<file path="config.mk">
export PLATFORM = sky130hd
export DESIGN_NAME = pattern_fetch_ctrl_flat
export DESIGN_NICKNAME = d
export VERILOG_FILES = /design/src/rtl/pattern_fetch_ctrl_if.sv /design/src/rtl/pattern_fetch_ctrl.sv /design/src/flat_wrapper.sv
export SDC_FILE = /design/constraint.sdc
export NUM_CORES = 1
export LEC_CHECK = 0
export ABC_AREA = 1
export CAP_MARGIN = 20
export CORE_MARGIN = 2
export CORE_UTILIZATION = 30
export DETAILED_ROUTE_END_ITERATION = 12
export PLACE_DENSITY_LB_ADDON = 0.3
export SLEW_MARGIN = 0
export SYNTH_ARGS = -nofsm -noshare
export SYNTH_HDL_FRONTEND = slang
export SYNTH_SLANG_ARGS = --single-unit
export TNS_END_PERCENT = 20
</file>
<file path="constraint.sdc">
create_clock -name clk -period 5.2 [get_ports clk]
set_input_delay 0.52 -clock clk [delete_from_list [all_inputs] [get_ports clk]]
set_output_delay 0.52 -clock clk [all_outputs]
set_load 0.02 [all_outputs]
</file>
<file path="src/rtl/pattern_fetch_ctrl_if.sv">
// Control, ROM-read and rectangle-stream signals of the pattern fetch sequencer.
// master = sequencer side, slave = timing generator / ROM / renderer side.
interface pattern_fetch_ctrl_if #(
  parameter int ROM_AW = 8,
  parameter int PSW    = 3
);
  logic              frame_start;
  logic [PSW-1:0]    pat_sel;
  logic              p_oe;
  logic [ROM_AW-1:0] p_Addr;
  logic [37:0]       p_Data;
  logic              rect_valid;
  logic              rect_ready;
  logic [9:0]        rect_x0;
  logic [9:0]        rect_x1;
  logic [8:0]        rect_y0;
  logic [8:0]        rect_y1;
  logic [4:0]        rect_idx;
  logic              busy;
  logic              done;
  logic              overrun;

  modport master (
    input  frame_start, pat_sel, p_Data, rect_ready,
    output p_oe, p_Addr, rect_valid, rect_x0, rect_x1, rect_y0, rect_y1,
           rect_idx, busy, done, overrun
  );

  modport slave (
    output frame_start, pat_sel, p_Data, rect_ready,
    input  p_oe, p_Addr, rect_valid, rect_x0, rect_x1, rect_y0, rect_y1,
           rect_idx, busy, done, overrun
  );
endinterface

</file>
<file path="src/rtl/pattern_fetch_ctrl.sv">
// Per-frame rectangle list sequencer: ROM read -> validity check -> valid/ready stream.
// First rect_valid 4 cycles after frame_start; a stalled rect_ready holds the FSM in PRESENT.
module pattern_fetch_ctrl #(
  parameter int          ENTRIES = 30,
  parameter int          NPAT    = 8,
  parameter int          ROM_AW  = 8,
  parameter logic [37:0] TERM    = 38'h3F_FFFF_FFFF
) (
  input logic                  clk,
  input logic                  reset,
  pattern_fetch_ctrl_if.master bus
);

  localparam int                IDXW      = 5;
  localparam logic [IDXW-1:0]   LAST_IDX  = IDXW'(ENTRIES - 1);
  localparam logic [ROM_AW-1:0] ENTRIES_A = ROM_AW'(ENTRIES);

  typedef enum logic [2:0] {
    S_IDLE,
    S_READ,
    S_WAIT,
    S_CHECK,
    S_PRESENT,
    S_DONE
  } state_t;

  state_t            state_q;
  logic [ROM_AW-1:0] base_q;
  logic [IDXW-1:0]   idx_q;
  logic [37:0]       word_q;
  logic              p_oe_q;
  logic [ROM_AW-1:0] p_addr_q;
  logic              rect_valid_q;
  logic [9:0]        rect_x0_q;
  logic [9:0]        rect_x1_q;
  logic [8:0]        rect_y0_q;
  logic [8:0]        rect_y1_q;
  logic [IDXW-1:0]   rect_idx_q;
  logic              busy_q;
  logic              done_q;
  logic              overrun_q;

  logic [ROM_AW-1:0] pat_ext;
  logic [ROM_AW-1:0] base_d;
  logic [IDXW-1:0]   idx_d;
  logic [ROM_AW-1:0] addr_d;
  logic [9:0]        w_x0;
  logic [8:0]        w_y0;
  logic [9:0]        w_x1;
  logic [8:0]        w_y1;
  logic              is_term;
  logic              is_bad;
  logic              is_last;

  // Out-of-range pattern indices fall back to pattern 0.
  always_comb begin
    pat_ext = '0;
    if (int'(bus.pat_sel) < NPAT) begin
      pat_ext = ROM_AW'(bus.pat_sel);
    end
    if (ENTRIES == 30) begin
      base_d = (pat_ext << 5) - (pat_ext << 1);
    end else begin
      base_d = pat_ext * ENTRIES_A;
    end
  end

  assign idx_d  = idx_q + IDXW'(1);
  assign addr_d = base_q + ROM_AW'(idx_d);

  assign w_x0    = word_q[37:28];
  assign w_y0    = word_q[27:19];
  assign w_x1    = word_q[18:9];
  assign w_y1    = word_q[8:0];
  assign is_term = (word_q == TERM);
  assign is_bad  = (w_x1 < w_x0) || (w_y1 < w_y0);
  assign is_last = (idx_q == LAST_IDX);

  always_ff @(posedge clk or posedge reset) begin
    if (reset) begin
      state_q      <= S_IDLE;
      base_q       <= '0;
      idx_q        <= '0;
      word_q       <= '0;
      p_oe_q       <= 1'b0;
      p_addr_q     <= '0;
      rect_valid_q <= 1'b0;
      rect_x0_q    <= '0;
      rect_x1_q    <= '0;
      rect_y0_q    <= '0;
      rect_y1_q    <= '0;
      rect_idx_q   <= '0;
      busy_q       <= 1'b0;
      done_q       <= 1'b0;
      overrun_q    <= 1'b0;
    end else begin
      p_oe_q <= 1'b0;
      done_q <= 1'b0;

      if (bus.frame_start && (state_q != S_IDLE)) begin
        overrun_q <= 1'b1;
      end

      case (state_q)
        S_IDLE: begin
          if (bus.frame_start) begin
            base_q   <= base_d;
            idx_q    <= '0;
            busy_q   <= 1'b1;
            p_oe_q   <= 1'b1;
            p_addr_q <= base_d;
            state_q  <= S_READ;
          end
        end

        S_READ: begin
          state_q <= S_WAIT;
        end

        S_WAIT: begin
          word_q  <= bus.p_Data;
          state_q <= S_CHECK;
        end

        S_CHECK: begin
          if (is_term) begin
            done_q  <= 1'b1;
            state_q <= S_DONE;
          end else if (is_bad) begin
            if (is_last) begin
              done_q  <= 1'b1;
              state_q <= S_DONE;
            end else begin
              idx_q    <= idx_d;
              p_oe_q   <= 1'b1;
              p_addr_q <= addr_d;
              state_q  <= S_READ;
            end
          end else begin
            rect_x0_q    <= w_x0;
            rect_y0_q    <= w_y0;
            rect_x1_q    <= w_x1;
            rect_y1_q    <= w_y1;
            rect_idx_q   <= idx_q;
            rect_valid_q <= 1'b1;
            state_q      <= S_PRESENT;
          end
        end

        // rect_valid is registered, so ready only ever acts on the next edge.
        S_PRESENT: begin
          if (bus.rect_ready) begin
            rect_valid_q <= 1'b0;
            if (is_last) begin
              done_q  <= 1'b1;
              state_q <= S_DONE;
            end else begin
              idx_q    <= idx_d;
              p_oe_q   <= 1'b1;
              p_addr_q <= addr_d;
              state_q  <= S_READ;
            end
          end
        end

        S_DONE: begin
          busy_q  <= 1'b0;
          state_q <= S_IDLE;
        end

        default: begin
          state_q <= S_IDLE;
        end
      endcase
    end
  end

  assign bus.p_oe       = p_oe_q;
  assign bus.p_Addr     = p_addr_q;
  assign bus.rect_valid = rect_valid_q;
  assign bus.rect_x0    = rect_x0_q;
  assign bus.rect_x1    = rect_x1_q;
  assign bus.rect_y0    = rect_y0_q;
  assign bus.rect_y1    = rect_y1_q;
  assign bus.rect_idx   = rect_idx_q;
  assign bus.busy       = busy_q;
  assign bus.done       = done_q;
  assign bus.overrun    = overrun_q;

endmodule
</file>
<file path="src/flat_wrapper.sv">
// flat-port wrapper written by rule: the top's interface ports become plain ports
module pattern_fetch_ctrl_flat 
#(
  parameter int          ENTRIES = 30,
  parameter int          NPAT    = 8,
  parameter int          ROM_AW  = 8,
  parameter logic [37:0] TERM    = 38'h3F_FFFF_FFFF
)
  (clk, reset, bus_frame_start, bus_pat_sel, bus_p_Data, bus_rect_ready, bus_p_oe, bus_p_Addr, bus_rect_valid, bus_rect_x0, bus_rect_x1, bus_rect_y0, bus_rect_y1, bus_rect_idx, bus_busy, bus_done, bus_overrun);
  pattern_fetch_ctrl_if #(.ROM_AW(ROM_AW)) bus_i ();
  input logic clk;
  input logic reset;
  input wire logic [$bits(bus_i.frame_start)-1:0] bus_frame_start;
  input wire logic [$bits(bus_i.pat_sel)-1:0] bus_pat_sel;
  input wire logic [$bits(bus_i.p_Data)-1:0] bus_p_Data;
  input wire logic [$bits(bus_i.rect_ready)-1:0] bus_rect_ready;
  output wire logic [$bits(bus_i.p_oe)-1:0] bus_p_oe;
  output wire logic [$bits(bus_i.p_Addr)-1:0] bus_p_Addr;
  output wire logic [$bits(bus_i.rect_valid)-1:0] bus_rect_valid;
  output wire logic [$bits(bus_i.rect_x0)-1:0] bus_rect_x0;
  output wire logic [$bits(bus_i.rect_x1)-1:0] bus_rect_x1;
  output wire logic [$bits(bus_i.rect_y0)-1:0] bus_rect_y0;
  output wire logic [$bits(bus_i.rect_y1)-1:0] bus_rect_y1;
  output wire logic [$bits(bus_i.rect_idx)-1:0] bus_rect_idx;
  output wire logic [$bits(bus_i.busy)-1:0] bus_busy;
  output wire logic [$bits(bus_i.done)-1:0] bus_done;
  output wire logic [$bits(bus_i.overrun)-1:0] bus_overrun;
  assign bus_i.frame_start = bus_frame_start;
  assign bus_i.pat_sel = bus_pat_sel;
  assign bus_i.p_Data = bus_p_Data;
  assign bus_i.rect_ready = bus_rect_ready;
  assign bus_p_oe = bus_i.p_oe;
  assign bus_p_Addr = bus_i.p_Addr;
  assign bus_rect_valid = bus_i.rect_valid;
  assign bus_rect_x0 = bus_i.rect_x0;
  assign bus_rect_x1 = bus_i.rect_x1;
  assign bus_rect_y0 = bus_i.rect_y0;
  assign bus_rect_y1 = bus_i.rect_y1;
  assign bus_rect_idx = bus_i.rect_idx;
  assign bus_busy = bus_i.busy;
  assign bus_done = bus_i.done;
  assign bus_overrun = bus_i.overrun;
  pattern_fetch_ctrl #(.ENTRIES(ENTRIES), .NPAT(NPAT), .ROM_AW(ROM_AW), .TERM(TERM)) u_core (.clk(clk), .reset(reset), .bus(bus_i));
endmodule
</file>
**After elaboration in Yosys (flattened, before gate mapping)**

Index checks and enable logic that the tools add are counted.

- $add $sub $neg: 3
- Magnitude comparators: 2
- Equal/unequal tests: 12
- Mux-type cells: 35
- Bitwise gates (word level): 2
- Reductions and logical operators: 13

Operator list:

| operator | count |
|---|---|
| 8-bit 2-to-1 mux | 5 |
| 38-bit == test, second input constant | 1 |
| 5-bit 2-to-1 mux | 5 |
| 8-bit case mux with 3 select lines | 1 |
| 3-bit 2-to-1 mux | 5 |
| 3-bit case mux with 5 select lines | 1 |
| 5-bit case mux with 3 select lines | 1 |
| 1-bit 2-to-1 mux | 13 |
| 10-bit < comparator | 1 |
| 9-bit < comparator | 1 |
| 8-bit by 5-bit adder with 8-bit output | 1 |
| 2-bit inequality test, second input constant | 4 |
| 8-bit by 4-bit subtractor with 8-bit output | 1 |
| 3-bit by 2-bit == test with 1-bit output, second input constant | 2 |
| 3-bit == test, second input constant | 2 |
| 1-bit case mux with 2 select lines | 3 |
| 2-bit AND reduction | 3 |
| 3-bit nonzero test | 2 |
| 5-bit by 1-bit adder with 5-bit output, second input constant | 1 |
| 5-bit == test, second input constant | 1 |
| 5-bit AND reduction | 1 |
| 4-bit AND reduction | 1 |
| 2-bit nonzero test | 2 |
| 3-bit by 1-bit == test with 1-bit output, second input constant | 1 |
| 7 further kinds | 8 |

- Register bits: 110
- Input bits: 45
- Logic and storage cells: 82

**Depth between registers and ports, before layout**

Gate-level depths: netlist of the first run.

- Depth in word-level cells: 6
- Depth in mapped cells: 14

**Least setup slack after synthesis of the first run**

OpenSTA, ideal clock, no wires.

- Kind: register -> register
- Start point: register u_core.idx_q[0]
- End point: register u_core.p_addr_q[7] (netlist: u_core.bus.p_Addr[7])
- Library setup time: 0.118 ns
- Arrival: 1.827 ns
- Data required time: 5.082 ns
- Path slack: 3.254 ns
- Cell stages (with the launch flop): 13
- Period minus slack after synthesis: 1.946 ns
- Path through: dfrtp_1 -> ha_1 -> inv_1 -> ha_1 -> fa_1 -> nand3_1 -> nand2_1 -> nand2_1 -> nand2_1 -> nand3_1 -> o21ai_0 -> nand4_1 -> nand2_1

- Longest elaborated chain between the ends: 6

RTL lines:

| element | RTL line | source |
|---|---|---|
| from (decl) | pattern_fetch_ctrl.sv:29 | `logic [IDXW-1:0] idx_q;` |
| from (signal assigned) | pattern_fetch_ctrl.sv:134 | `idx_q <= idx_d;` |
| from (signal assigned) | pattern_fetch_ctrl.sv:158 | `idx_q <= idx_d;` |
| 5-bit by 1-bit adder with 5-bit output | pattern_fetch_ctrl.sv:68 | `assign idx_d = idx_q + IDXW'(1);` |
| 8-bit by 5-bit adder with 8-bit output | pattern_fetch_ctrl.sv:69 | `assign addr_d = base_q + ROM_AW'(idx_d);` |
| 8-bit 2-to-1 mux * | pattern_fetch_ctrl.sv:130, pattern_fetch_ctrl.sv:154 |  |
| 8-bit 2-to-1 mux | pattern_fetch_ctrl.sv:129 | `end else if (is_bad) begin` |
| 8-bit 2-to-1 mux | pattern_fetch_ctrl.sv:126 | `if (is_term) begin` |
| 8-bit case mux with 3 select lines * | pattern_fetch_ctrl.sv:104 | `case (state_q)` |
| to (signal assigned) | pattern_fetch_ctrl.sv:111 | `p_addr_q <= base_d;` |
| to (signal assigned) | pattern_fetch_ctrl.sv:136 | `p_addr_q <= addr_d;` |
| to (signal assigned) | pattern_fetch_ctrl.sv:160 | `p_addr_q <= addr_d;` |
| to (decl) | pattern_fetch_ctrl.sv:32 | `logic [ROM_AW-1:0] p_addr_q;` |

Every way passes the cells marked *; elsewhere a longest branch is shown, timed or not. The select of a mux whose other input is x is not followed.
A chain may end at the register's enable or synchronous reset.

**Worst setup path in the final report of the first run**

- Start point: register u_core.word_q[23]
- End point: register u_core.rect_x0_q[1] (netlist: u_core.bus.rect_x0[1])

- Longest elaborated chain between the ends: 4

RTL lines:

| element | RTL line | source |
|---|---|---|
| from (decl) | pattern_fetch_ctrl.sv:30 | `logic [37:0] word_q;` |
| from (signal assigned) | pattern_fetch_ctrl.sv:121 | `word_q <= bus.p_Data;` |
| 9-bit < comparator | pattern_fetch_ctrl.sv:76 | `assign is_bad = (w_x1 < w_x0) \|\| (w_y1 < w_y0);` |
| 1-bit logical OR | pattern_fetch_ctrl.sv:76 |  |
| 1-bit inverter (no line) | -- |  |
| 3-bit AND reduction (no line) * | -- |  |
| to (signal assigned) | pattern_fetch_ctrl.sv:140 | `rect_x0_q <= w_x0;` |
| to (decl) | pattern_fetch_ctrl.sv:34 | `logic [9:0] rect_x0_q;` |

Every way passes the cells marked *; elsewhere a longest branch is shown, timed or not.

==> summary by stage, run 1 <==
Run status
The run finished with clean final reports.

Floorplanning
The vertical extent of the die is 136 um. The boundary pin count is 101. The area inside the core boundary is 17,200 um^2. The initial core utilization is 30.5%. From left edge to right edge, the die measures 136 um. The die covers 18,600 um^2.

The count of standard-cell rows is 48.

Run
Across the run, the number of max-cap violations was 0.

Final layout
The number of antenna repair diodes is 0. Relative to the synthesized area, the layout overhead comes to 28.1%. The net count of the finished layout is 754. The library cell used most frequently in the layout, excluding fill and tap cells, is nand2_1.

The utilization after layout is 39.1%. The count of filler cells inserted in the layout is 1,740. The share of post-route cells with drive strength above 1 is 8.60%. Leaving out fill and tap cells, the most frequent cells in the layout are nand2_1, dfrtp_1, clkdlybuf4s50_1, inv_1, nor2_1.

Synth
The number of different library cells in the post-synthesis netlist is 35. The number of warnings issued by yosys is 0. Summing every instance area after synthesis gives 5260 um^2. The synthesized area per cell is 8.91 um^2. The synthesized instance count is 590.

Counting every net in the synthesized netlist gives 662. Sequential elements use 51.4% of the synthesized area. Ranked by total cell area, the synthesized netlist is headed by dfrtp_1, nand2_1, ha_1.

Synthesis inferred 108 register bits. The most area-hungry cell type in the Yosys netlist is dfrtp_1. The synthesized design devotes to its leading area cell type 51.4% of total area.

Route
Once detail routing completed, the nets flagged for antenna violations numbered 0. For this run, the detailed router's first-pass iteration total came to 4. The average wire per standard cell is 14.7 um. For this run, design rule violations remaining after detail routing come to 0. Using the TritonRoute via totals, the vias-per-cell ratio works out to 4.48. The violation count after the first detailed-route iteration is 189. The final route contains 4,082 vias. After detailed routing, the total wire length is 13,400 um.

Power
The part of the power in the clock network is 16.8%. The combinational share of power is 47.8%. The switching power as a share of total power is 42.1%.

Summed over all cells, the static leakage comes to 0.00327 uW. The switching power is 1800 uW. The internal power consumption is 2470 uW.

Power spread over the standard cell area amounts to 634 nW/um^2. VDD sags by at most 0.330 mV. The overall power is 4260 uW. The share of total power dissipated in sequential elements is 35.4%.

Clocking
The number of clock sinks is 108. The cts-stage hold buffer count is 0. After clock tree synthesis, the clock-pin slew on the worst setup and hold paths is 0.07 ns. The tree is rooted in a clkbuf_16. The buffer depth of the longest clock path is 2.

The post-CTS setup-driven buffer insertion count is 0. The H-tree was split into 3 levels. Once the clock tree was built, the resizer swapped 0 gates to a different size.

The worst-skew pair later-pin latency is 0.35 ns. The TritonCTS buffer count is 9. The TritonCTS clock tree is built.

Worst setup path
The data arrival at the endpoint of the critical path is 2.73 ns. The sum of buffers and inverters on the critical path is 2. For this run, the slowest stage of the critical path takes 0.47 ns. Among cell families on the critical path, the largest total delay comes from simple AND/OR/NAND/NOR gates. Traced cell by cell, the critical path runs through inv_1 > ha_1 > nand2_1 > nor2_1 > nand2_1 > nand3_1 > nand2_1 > nand2_2 > nand4_2 > buf_4 > nand2_1 > o21ai_1. The data required time at the worst endpoint is 5.41 ns. For the worst flop-to-flop path, the logic depth is 12. The highest fanout seen on the critical path is 45. The critical path ends at u_core.bus.rect_x0[1]$_DFFE_PP0P_. The launch instance of the worst register-to-register path is u_core.word_q[23]$_DFFE_PP0P_. The category of the worst setup path capture point is a flop. For this design, the slowest cell found on the critical path is buf_4. The critical path launch point type is a flop.

The capturing point of the worst reg2reg path is u_core.bus.rect_x0[1]$_DFFE_PP0P_. The cell that appears most often on the critical path is nand2_1. The critical path is of the reg2reg type. The startpoint of the most critical setup path is u_core.word_q[23]$_DFFE_PP0P_. The number of stages on the worst setup path is 12.

The worst register-to-register path has a setup slack of 2.68 ns.

Hold path
The worst hold path belongs to the class reg2reg.

STA
For this run, the top clock speed supported by timing is 397 MHz. The worst clock skew is 0.0130 ns. Final hold analysis gives a worst-case slack of 0.460 ns. Setup repair after global routing left no endpoint under its margin. Setup violations remaining at the end of the flow were counted as 0. The worst-margin pin slew is 0.921 ns.

Headroom to the max-slew limit came out at 38.5%. The count of endpoints failing hold in the final timing report is 0. In the finished design, the share of the clock period the worst path needs comes to 48.4%. The shortest period the worst path allows is 2.52 ns. The summed negative setup slack over all endpoints is 0 ns. The max-slew violation count is 0.

Global route
The total overflow left after global routing is 0. The global-route total usage across every layer is 15.3%. Entering global routing, the biggest net connects 74 pins. The first global-routing pass estimated 21,900 um of wire. The initial antenna violation count is 0.

The number of global-route vias before repair is 4,070.

Placement
The final weighted congestion in routability-driven placement is 0.774. The post-DP HPWL is 9740 um. Buffers placed on the I/O ports in this run total 100.
worst min-delay path by stage:
| stage | startpoint | end | cells after the start |
|---|---|---|---|
| floorplan | u_core.base_q[1]$_DFFE_PP0P_ | u_core.base_q[1]$_DFFE_PP0P_ | 2 |
| global placement | u_core.bus.overrun$_DFFE_PP0P_ | u_core.bus.overrun$_DFFE_PP0P_ | 1 |
| detailed placement | u_core.bus.overrun$_DFFE_PP0P_ | u_core.bus.overrun$_DFFE_PP0P_ | 1 |
| CTS | u_core.bus.overrun$_DFFE_PP0P_ | u_core.bus.overrun$_DFFE_PP0P_ | 1 |
| global route | u_core.bus.overrun$_DFFE_PP0P_ | u_core.bus.overrun$_DFFE_PP0P_ | 1 |
| finish | u_core.bus.overrun$_DFFE_PP0P_ | u_core.bus.overrun$_DFFE_PP0P_ | 1 |
cells by family after synthesis:
logic type,Yosys count,synth area share [%]
and+or+nand+nor,283,23.1
DFF,108,51.4
buffers and inverters,77,6.78
AOI/OAI and AO/OA,71,7.24
adders and majority gates,27,6.57
muxes,19,4.07
xor gates and xnor gates,5,0.833
layout make-up:
cell class	instances	area, um^2	area share, %
Sequential cell	108	2700	40.1
Tap cell	225	282	4.18
Timing Repair Buffer	103	1020	15.2
Inverter	55	214	3.18
Multi-Input combinational cell	405	2200	32.7
Clock buffer	11	253	3.75
Clock inverter	4	57.6	0.855
state kept, by name, indices dropped and copies added (netlist names), 3 cells and up:
| name | count |
|---|---|
| u_core.bus.rect_idx | 5 |
| u_core.bus.rect_y1 | 9 |
| u_core.bus.rect_y0 | 9 |
| u_core.idx_q | 5 |
| u_core.word_q | 38 |
| u_core.bus.rect_x1 | 10 |
| u_core.state_q | 3 |
| u_core.bus.p_Addr | 7 |
| u_core.base_q | 7 |
| u_core.bus.rect_x0 | 10 |
power by group through the flow:
| stage | sequential [uW] | combinational (uW) | clock [uW] |
|---|---|---|---|
| detailed placement | 1530 | 2060 | 0 |
| floorplan | 1640 | 1220 | 0 |
| global route | 1570 | 2300 | 778 |
| global placement | 1530 | 2030 | 0 |
| finish | 1510 | 2040 | 715 |
| CTS | 1520 | 2080 | 737 |
synthesized netlist by cell type:
library cell and n:
nand2_1 180, dfrtp_1 108, inv_1 49, nor2_1 45
nand3_1 28, ha_1 26, a21oi_1 25, o21ai_1 24
mux2_2 19, nand4_1 15, o21ai_0 15, buf_2 10
buf_4 7, inv_2 4, buf_6 3, nor2_2 3
xor2_1 3, a21o_1 2, inv_4 2, nand2_2 2
nand3_2 2, nor2_4 2, nor3_1 2, o22ai_1 2
xnor2_1 2, a21oi_2 1, clkbuf_1 1, clkbuf_2 1
fa_1 1, nand2_4 1, nand2_8 1, nand4_2 1
nor3b_1 1, o21a_1 1, o21ai_4 1
metrics by stage:
| stage | cells | setup slack (ns) | area (um^2) |
|---|---|---|---|
| 4_1_cts | 911 | 2.66 | 6730 |
| 3_3_place_gp | 896 | 2.69 | 6420 |
| 2_1_floorplan | 590 | 1.83 | 5260 |
| 5_1_grt | 911 | 2.40 | 6730 |
| 6_report | 911 | 2.68 | 6730 |
| 3_5_place_dp | 896 | 2.69 | 6420 |
worst reg2reg max path, stage by stage, from the launching register on:
cell     delay [ns]
dfrtp_1        0.36
inv_1          0.09
ha_1           0.30
nand2_1        0.07
nor2_1         0.12
nand2_1        0.06
nand3_1        0.08
nand2_1        0.06
nand2_2        0.12
nand4_2        0.45
buf_4          0.48
nand2_1        0.14
o21ai_1        0.07
routing by layer:
layer	vias up	track usage, %	wire length (um)
li1	2087	-	-
met3	10	4.14	503
met5	-	0	0
met2	83	25.1	6600
met4	0	3.76	170
met1	1902	20.0	6080
No activity file was read; power rests on OpenSTA's default activity.
==> run 2: changes to the inputs <==
==> constraint.sdc (replaced) <==
create_clock -name clk -period 2.37 [get_ports clk]
set_input_delay 0.237 -clock clk [delete_from_list [all_inputs] [get_ports clk]]
set_output_delay 0.237 -clock clk [all_outputs]
set_load 0.02 [all_outputs]
==> run 2 against run 1 <==
Against the previous run: maximum frequency is 19% higher; final area is 0.99% higher; wire length is 0.26% higher; combinational power is 120% higher; largest power group unchanged.
==> summary by stage, run 2 (same netlist as run 1, synthesis figures left out) <==
Run status
The run finished with clean final reports.

Clocking
The H-tree was split into 3 levels. Clock tree synthesis inserted a total of 9 buffers. The buffer depth of the longest clock path is 2. The number of setup buffers added after CTS is 0. The number of clock sinks is 108. The later pin in the worst-skew pair is clocked with a latency of 0.35 ns. In this run the clock root is driven by a clkbuf_16.

The TritonCTS clock tree is built. The clock transition at the register clock pins on the worst setup and hold paths after CTS is 0.07 ns.

Power
In this run the static leakage power is 0.00330 uW. The cell area power density is 1390 nW/um^2. The worst-case vdd ir drop is 0.467 mV.

Worst setup path
Across all register-to-register paths, the minimum setup slack is 0.25 ns. The critical path is of the reg2reg type. The critical path launch point type is a flop. Data arrives at the worst endpoint at 2.35 ns. The startpoint identified for the worst register-to-register timing path is u_core.idx_q[1]$_DFFE_PP0P_.

The family with the most delay on the worst path is adder cells. The startpoint of the most critical setup path is u_core.idx_q[1]$_DFFE_PP0P_. The largest individual stage delay along the critical path comes from the cell dfrtp_1. The sum of buffers and inverters on the critical path is 2. The worst setup path is captured at a flop. The number of cells on the worst reg-to-reg path is 13. The signal on the critical path passes through inv_1 > ha_1 > inv_1 > ha_1 > fa_1 > nand3_1 > nand2_1 > nand2_1 > nand2_1 > nand3_1 > o21ai_0 > nand4_1 > nand2_1. The cell that appears most often on the critical path is nand2_1. The worst register-to-register path ends at u_core.bus.p_Addr[7]$_DFFE_PP0P_.

The largest stage delay on the critical path is 0.40 ns. Along the worst path, the maximum fanout reaches 4. The data required time at the worst endpoint is 2.60 ns.

Final layout
The flip-flop count of the largest register after layout is 38. After the flow finishes, the layout carries non-filler instances totaling 918. Fill cells in the final layout number 1,770. In the layout the commonest cells are nand2_1, dfrtp_1, clkdlybuf4s50_1, inv_1, nor2_1. In the final layout, the share of cells above drive strength 1 is 9.38%. For this run, the post-layout net count is 760. From synthesis to final layout, the design area changed by 29.3%. The number of antenna repair diodes is 0. Leaving out fill and tap cells, the most frequent cell in the layout is nand2_1. The register with the most flip-flops in the final layout is u_core.word_q.

Floorplanning
The count of standard-cell rows is 48. The die extent in x is 136 um. The initial utilization of the core area, before any placement, comes to 30.5%. The area inside the core boundary is 17,200 um^2. Measured along the y axis, the die boundary spans 136 um.

The boundary pin count is 101. The overall die area is 18,600 um^2.

Placement
The wire-length estimate of the detail-placed layout is 9610 um. The congestion estimate from routability-driven global placement came to 0.814. Counting tap cells, the placed design contains a total of 902 instances. Buffers placed on the I/O ports in this run total 100.

Global route
The total grt overflow is 0. The largest net degree at the start of global routing is 109. The initial antenna violation count is 0. The first global-routing pass estimated 21,700 um of wire. The global-route total usage across every layer is 15.2%. The number of global-route vias before repair is 4,097.

Route
The count of nets left with antenna violations once routing finished came out at 0. The routed layout has 4,085 vias. After detailed routing, the number of vias per cell comes to 4.45. The average wire per standard cell is 14.6 um. The remaining design rule violation count is 0.

The routed design has 13,400 um of wire. After the first detailed-routing iteration, the DRC count stood at 229. The total iterations of the first detailed-routing run is 4.

Hold path
The class of the most critical hold timing path is in2async.

STA
The count of endpoints failing hold in the final timing report is 0. For the pin with the worst max-slew slack, the measured transition is 0.645 ns. Setup repair after global routing left no endpoint under its margin. The final period utilization is 89.3%.

The clock arrives with 0.0129 ns of skew. The shortest period the worst path allows is 2.12 ns. The max-slew violation count is 0. The final count of negative-setup-slack endpoints is 0. In the final timing run, aggregate negative setup slack is 0 ns. In this run the tightest slew margin relative to its limit is 56.9%. Based on the critical path, the design can be clocked at up to 473 MHz.

Run
Max-cap violations in this run came to 0.
run 2: final cells by class:
type / instances / area (um^2) / area share [%]
Multi-Input combinational cell: 405 / 2200 / 32.4
Timing Repair Buffer: 109 / 1100 / 16.1
Tap cell: 225 / 282 / 4.14
Clock inverter: 6 / 72.6 / 1.07
Inverter: 55 / 215 / 3.17
Sequential cell: 108 / 2700 / 39.8
Clock buffer: 10 / 229 / 3.37
run 2: worst max path at each step:
| stage | end | cells after the start |
|---|---|---|
| after floorplan | u_core.bus.p_Addr[7]$_DFFE_PP0P_ | 12 |
| after global placement | u_core.bus.rect_idx[1]$_DFFE_PP0P_ | 12 |
| after detailed placement | u_core.bus.rect_y0[4]$_DFFE_PP0P_ | 10 |
| after CTS | u_core.bus.rect_y0[4]$_DFFE_PP0P_ | 10 |
| after global routing | u_core.bus.rect_x0[3]$_DFFE_PP0P_ | 12 |
| final | u_core.bus.p_Addr[7]$_DFFE_PP0P_ | 13 |
run 2: worst min-delay path, stage by stage:
cell and delay, ns:
clkdlybuf4s50_1 0.44, clkinvlp_4 0.09, buf_12 0.40
run 2: layer usage:
metal	up-vias	wire length (um)	track usage (%)
met4	0	123	2.89
met5	-	0	0
met2	77	6490	26.0
li1	2099	-	-
met1	1901	6160	19.4
met3	8	616	4.21
run 2: repair_timing:
item / CTS / global route
endpoints found under the setup margin: 0 / 40
hold buffers: 0 / 0
resized for setup: 0 / 1
run 2: where the power goes:
part | total, uW | switching (uW) | internal [uW] | leakage (uW)
registers | 3300 | 634 | 2670 | 0.00131
clock network | 1550 | 715 | 835 | 0.000149
logic | 4580 | 2630 | 1940 | 0.00184
total | 9430 | 3980 | 5440 | 0.00330
run 2: metrics by stage:
stage	setup WS [ns]	cell area (um^2)	utilization (%)	hold slack (ns)	total power [uW]
4_1_cts	0.170	6790	39.4	0.434	9550
5_1_grt	0.102	6800	39.4	0.459	10300
3_5_place_dp	0.187	6490	37.7	0.448	7970
6_report	0.254	6800	39.4	0.368	9430
2_1_floorplan	0.424	5260	-	0.358	6290
3_3_place_gp	0.209	6490	37.7	0.447	7890
==> run 3: changes to the inputs <==
--- a/config.mk
+++ b/config.mk
@@ -11,6 +11,7 @@
 export CORE_UTILIZATION = 30
 export DETAILED_ROUTE_END_ITERATION = 12
 export PLACE_DENSITY_LB_ADDON = 0.3
+export RECOVER_POWER = 50
 export SLEW_MARGIN = 0
 export SYNTH_ARGS = -nofsm -noshare
 export SYNTH_HDL_FRONTEND = slang
==> run 3 against run 2 <==
Against the previous run: die area is the same; largest cell class unchanged; combinational power shrank 1%; cell count is the same; critical path type unchanged; worst hold slack gained 0.092 ns.
==> summary by stage, run 3 (same netlist as run 1, synthesis figures left out) <==
Power
The total leakage power is 0.00332 uW. Summing internal, switching and leakage power gives 9360 uW. Dividing total power by cell area gives a power density of 1380 nW/um^2. IR analysis of the VDD net gives a maximum drop of 0.464 mV.

Hold path
The capture endpoint of the worst hold path is u_core.bus.overrun$_DFFE_PP0P_. The number of cells on the worst hold path is 1. The class of the most critical hold timing path is reg2reg.

The worst hold path begins at u_core.bus.overrun$_DFFE_PP0P_.

Clocking
The worst-skew pair later-pin latency is 0.35 ns. The buffer depth of the longest clock path is 2. The number of clock buffers added by TritonCTS is 9.

The clock transition at the register clock pins on the worst setup and hold paths after CTS is 0.07 ns. The TritonCTS clock tree is built. The count of H-tree levels built during CTS is 3. The number of clock sinks is 108.

The root buffer cell chosen for the clock tree is clkbuf_16.

Floorplanning
The count of standard-cell rows is 48. The core region is 17,200 um^2. The overall die area is 18,600 um^2. For this design the top-level I/O count stands at 101. The die is 136 um tall. The initial utilization of the core area, before any placement, comes to 30.5%. In this run the horizontal extent of the chip is 136 um.

STA
Setup slack on the critical path of the routed design comes to 0.257 ns. The worst clock skew is 0.0118 ns. For the finished layout, the period the worst path requires is 2.11 ns. The maximum operating frequency is 473 MHz. The worst-margin pin slew is 1.49 ns. Setup violations remaining at the end of the flow were counted as 0. The worst slew slack as a fraction of its limit is 0.585%.

The final period utilization is 89.2%. The max-slew violation count is 0. The count of endpoints failing hold in the final timing report was 0.

Adding up every negative setup slack in the final design gives 0 ns. Setup repair after global routing left no endpoint under its margin.

Global route
The initial antenna violation count is 0. The total grt overflow is 0. Global routing consumed, over all layers together, 15.2% of the routing resources.

The number of global-route vias before repair is 4,097. Entering global routing, the biggest net connects 109 pins. The global-route wire length before repair is 21,700 um.

Worst setup path
The critical path launch point type is a flop. The worst setup path is of the reg2reg kind. Traced cell by cell, the critical path runs through inv_1 > ha_1 > inv_1 > ha_1 > fa_1 > nand3_1 > nand2_1 > nand2_1 > nand2_1 > nand3_1 > o21ai_0 > nand4_1 > nand2_1. The slowest library cell on the worst path is dfrtp_1. The launch instance of the worst register-to-register path is u_core.idx_q[1]$_DFFE_PP0P_. The category of the worst setup path capture point is a flop. The most repeated library cell on the critical path is nand2_1. The data arrival at the endpoint of the critical path is 2.35 ns. The worst-case register-to-register setup slack is 0.26 ns. STA puts the critical path data required time at 2.60 ns.

The largest stage delay on the critical path is 0.40 ns. The highest fanout seen on the critical path is 4. The startpoint of the most critical setup path is u_core.idx_q[1]$_DFFE_PP0P_.

Counting cells, the worst reg-to-reg path comes to 13. The capturing point of the worst reg2reg path is u_core.bus.p_Addr[7]$_DFFE_PP0P_.

Final layout
The library cell used most frequently in the layout, excluding fill and tap cells, is nand2_1. The net count of the finished layout is 760. The share of post-route cells with drive strength above 1 is 8.95%.

In the layout the commonest cells are nand2_1, dfrtp_1, clkdlybuf4s50_1, inv_1, nor2_1. The register with the most flip-flops in the layout has 38 of them. The top register by number of flip-flops is u_core.word_q. Relative to the synthesized area, the layout overhead comes to 29.0%. The number of antenna diodes in the final layout is 0.

Route
The remaining design rule violation count is 0. In the final routed layout, each cell accounts on average for 14.5 um. The routed wire length is 13,300 um. The via count is 4,109. The total iterations of the first detailed-routing run is 4. The violation count after the first detailed-route iteration is 207. The number of nets with antenna violations after detailed routing is 0.

The mean number of vias per cell is 4.48.

Placement
During placement, the flow inserted port buffers numbering 100. Timing analysis after detailed placement gives a worst setup slack of 0.187 ns. Summed over all nets, the half-perimeter wirelength after detailed placement is 9610 um. Routability-driven placement finished with a final weighted congestion of 0.814.

Run status
The run finished with clean final reports.

Run
The tool flagged a number of max-cap violations equal to 0.
==> run 3: final cells by class <==
| cell class | instances | area, um^2 |
|---|---|---|
| inverter | 55 | 215 |
| multi-input combinational | 405 | 2200 |
| clock inverter | 6 | 72.6 |
| clock buffer | 10 | 229 |
| timing repair buffer | 109 | 1080 |
| fill | 1775 | 10500 |
| sequential | 108 | 2700 |
| tap | 225 | 282 |
==> run 3: critical path: cells and delay by family, from the launching register on <==
kind	cells	cell delay (ns)
AND/OR/NAND/NOR	7	0.53
AO/OA/AOI/OAI	1	0.07
adder cells (fa/ha/maj)	3	0.88
flip-flops	1	0.40
buffers and inverters	2	0.13
==> run 3: metrics by stage <==
stage	cells	instance area, um^2	hold WS (ns)	util (%)
finish	918	6780	0.459	39.3
global route	918	6780	0.480	39.3
CTS	918	6790	0.434	39.4
detailed placement	902	6490	0.448	37.7
global placement	902	6490	0.447	37.7
floorplan	590	5260	0.358	-
==> run 3: where the power goes <==
group          internal, uW  switching, uW  total [uW]
combinational          1890           2630        4520
clock                   834            715        1550
sequential             2660            625        3290
total                  5390           3970        9360
==> run 3: worst max-delay path by stage <==
stage	to
3_5_place_dp	u_core.bus.rect_y0[4]$_DFFE_PP0P_
5_1_grt	u_core.bus.rect_x0[3]$_DFFE_PP0P_
6_report	u_core.bus.p_Addr[7]$_DFFE_PP0P_
3_3_place_gp	u_core.bus.rect_idx[1]$_DFFE_PP0P_
4_1_cts	u_core.bus.rect_y0[4]$_DFFE_PP0P_
2_1_floorplan	u_core.bus.p_Addr[7]$_DFFE_PP0P_
==> run 3: layer usage <==
layer  GRT usage, %  vias up  wire length [um]
met3           4.21        8               623
met1           19.4     1921              6090
met4           2.89        0               123
li1               -     2101                 -
met2           26.0       79              6510
met5              0        -                 0
==> run 3: what timing repair did <==
item / in CTS / in global routing
resized for setup: 0 / 1
setup buffers: 0 / 0
hold buffers: 0 / 0
endpoints found under the setup margin: 0 / 40
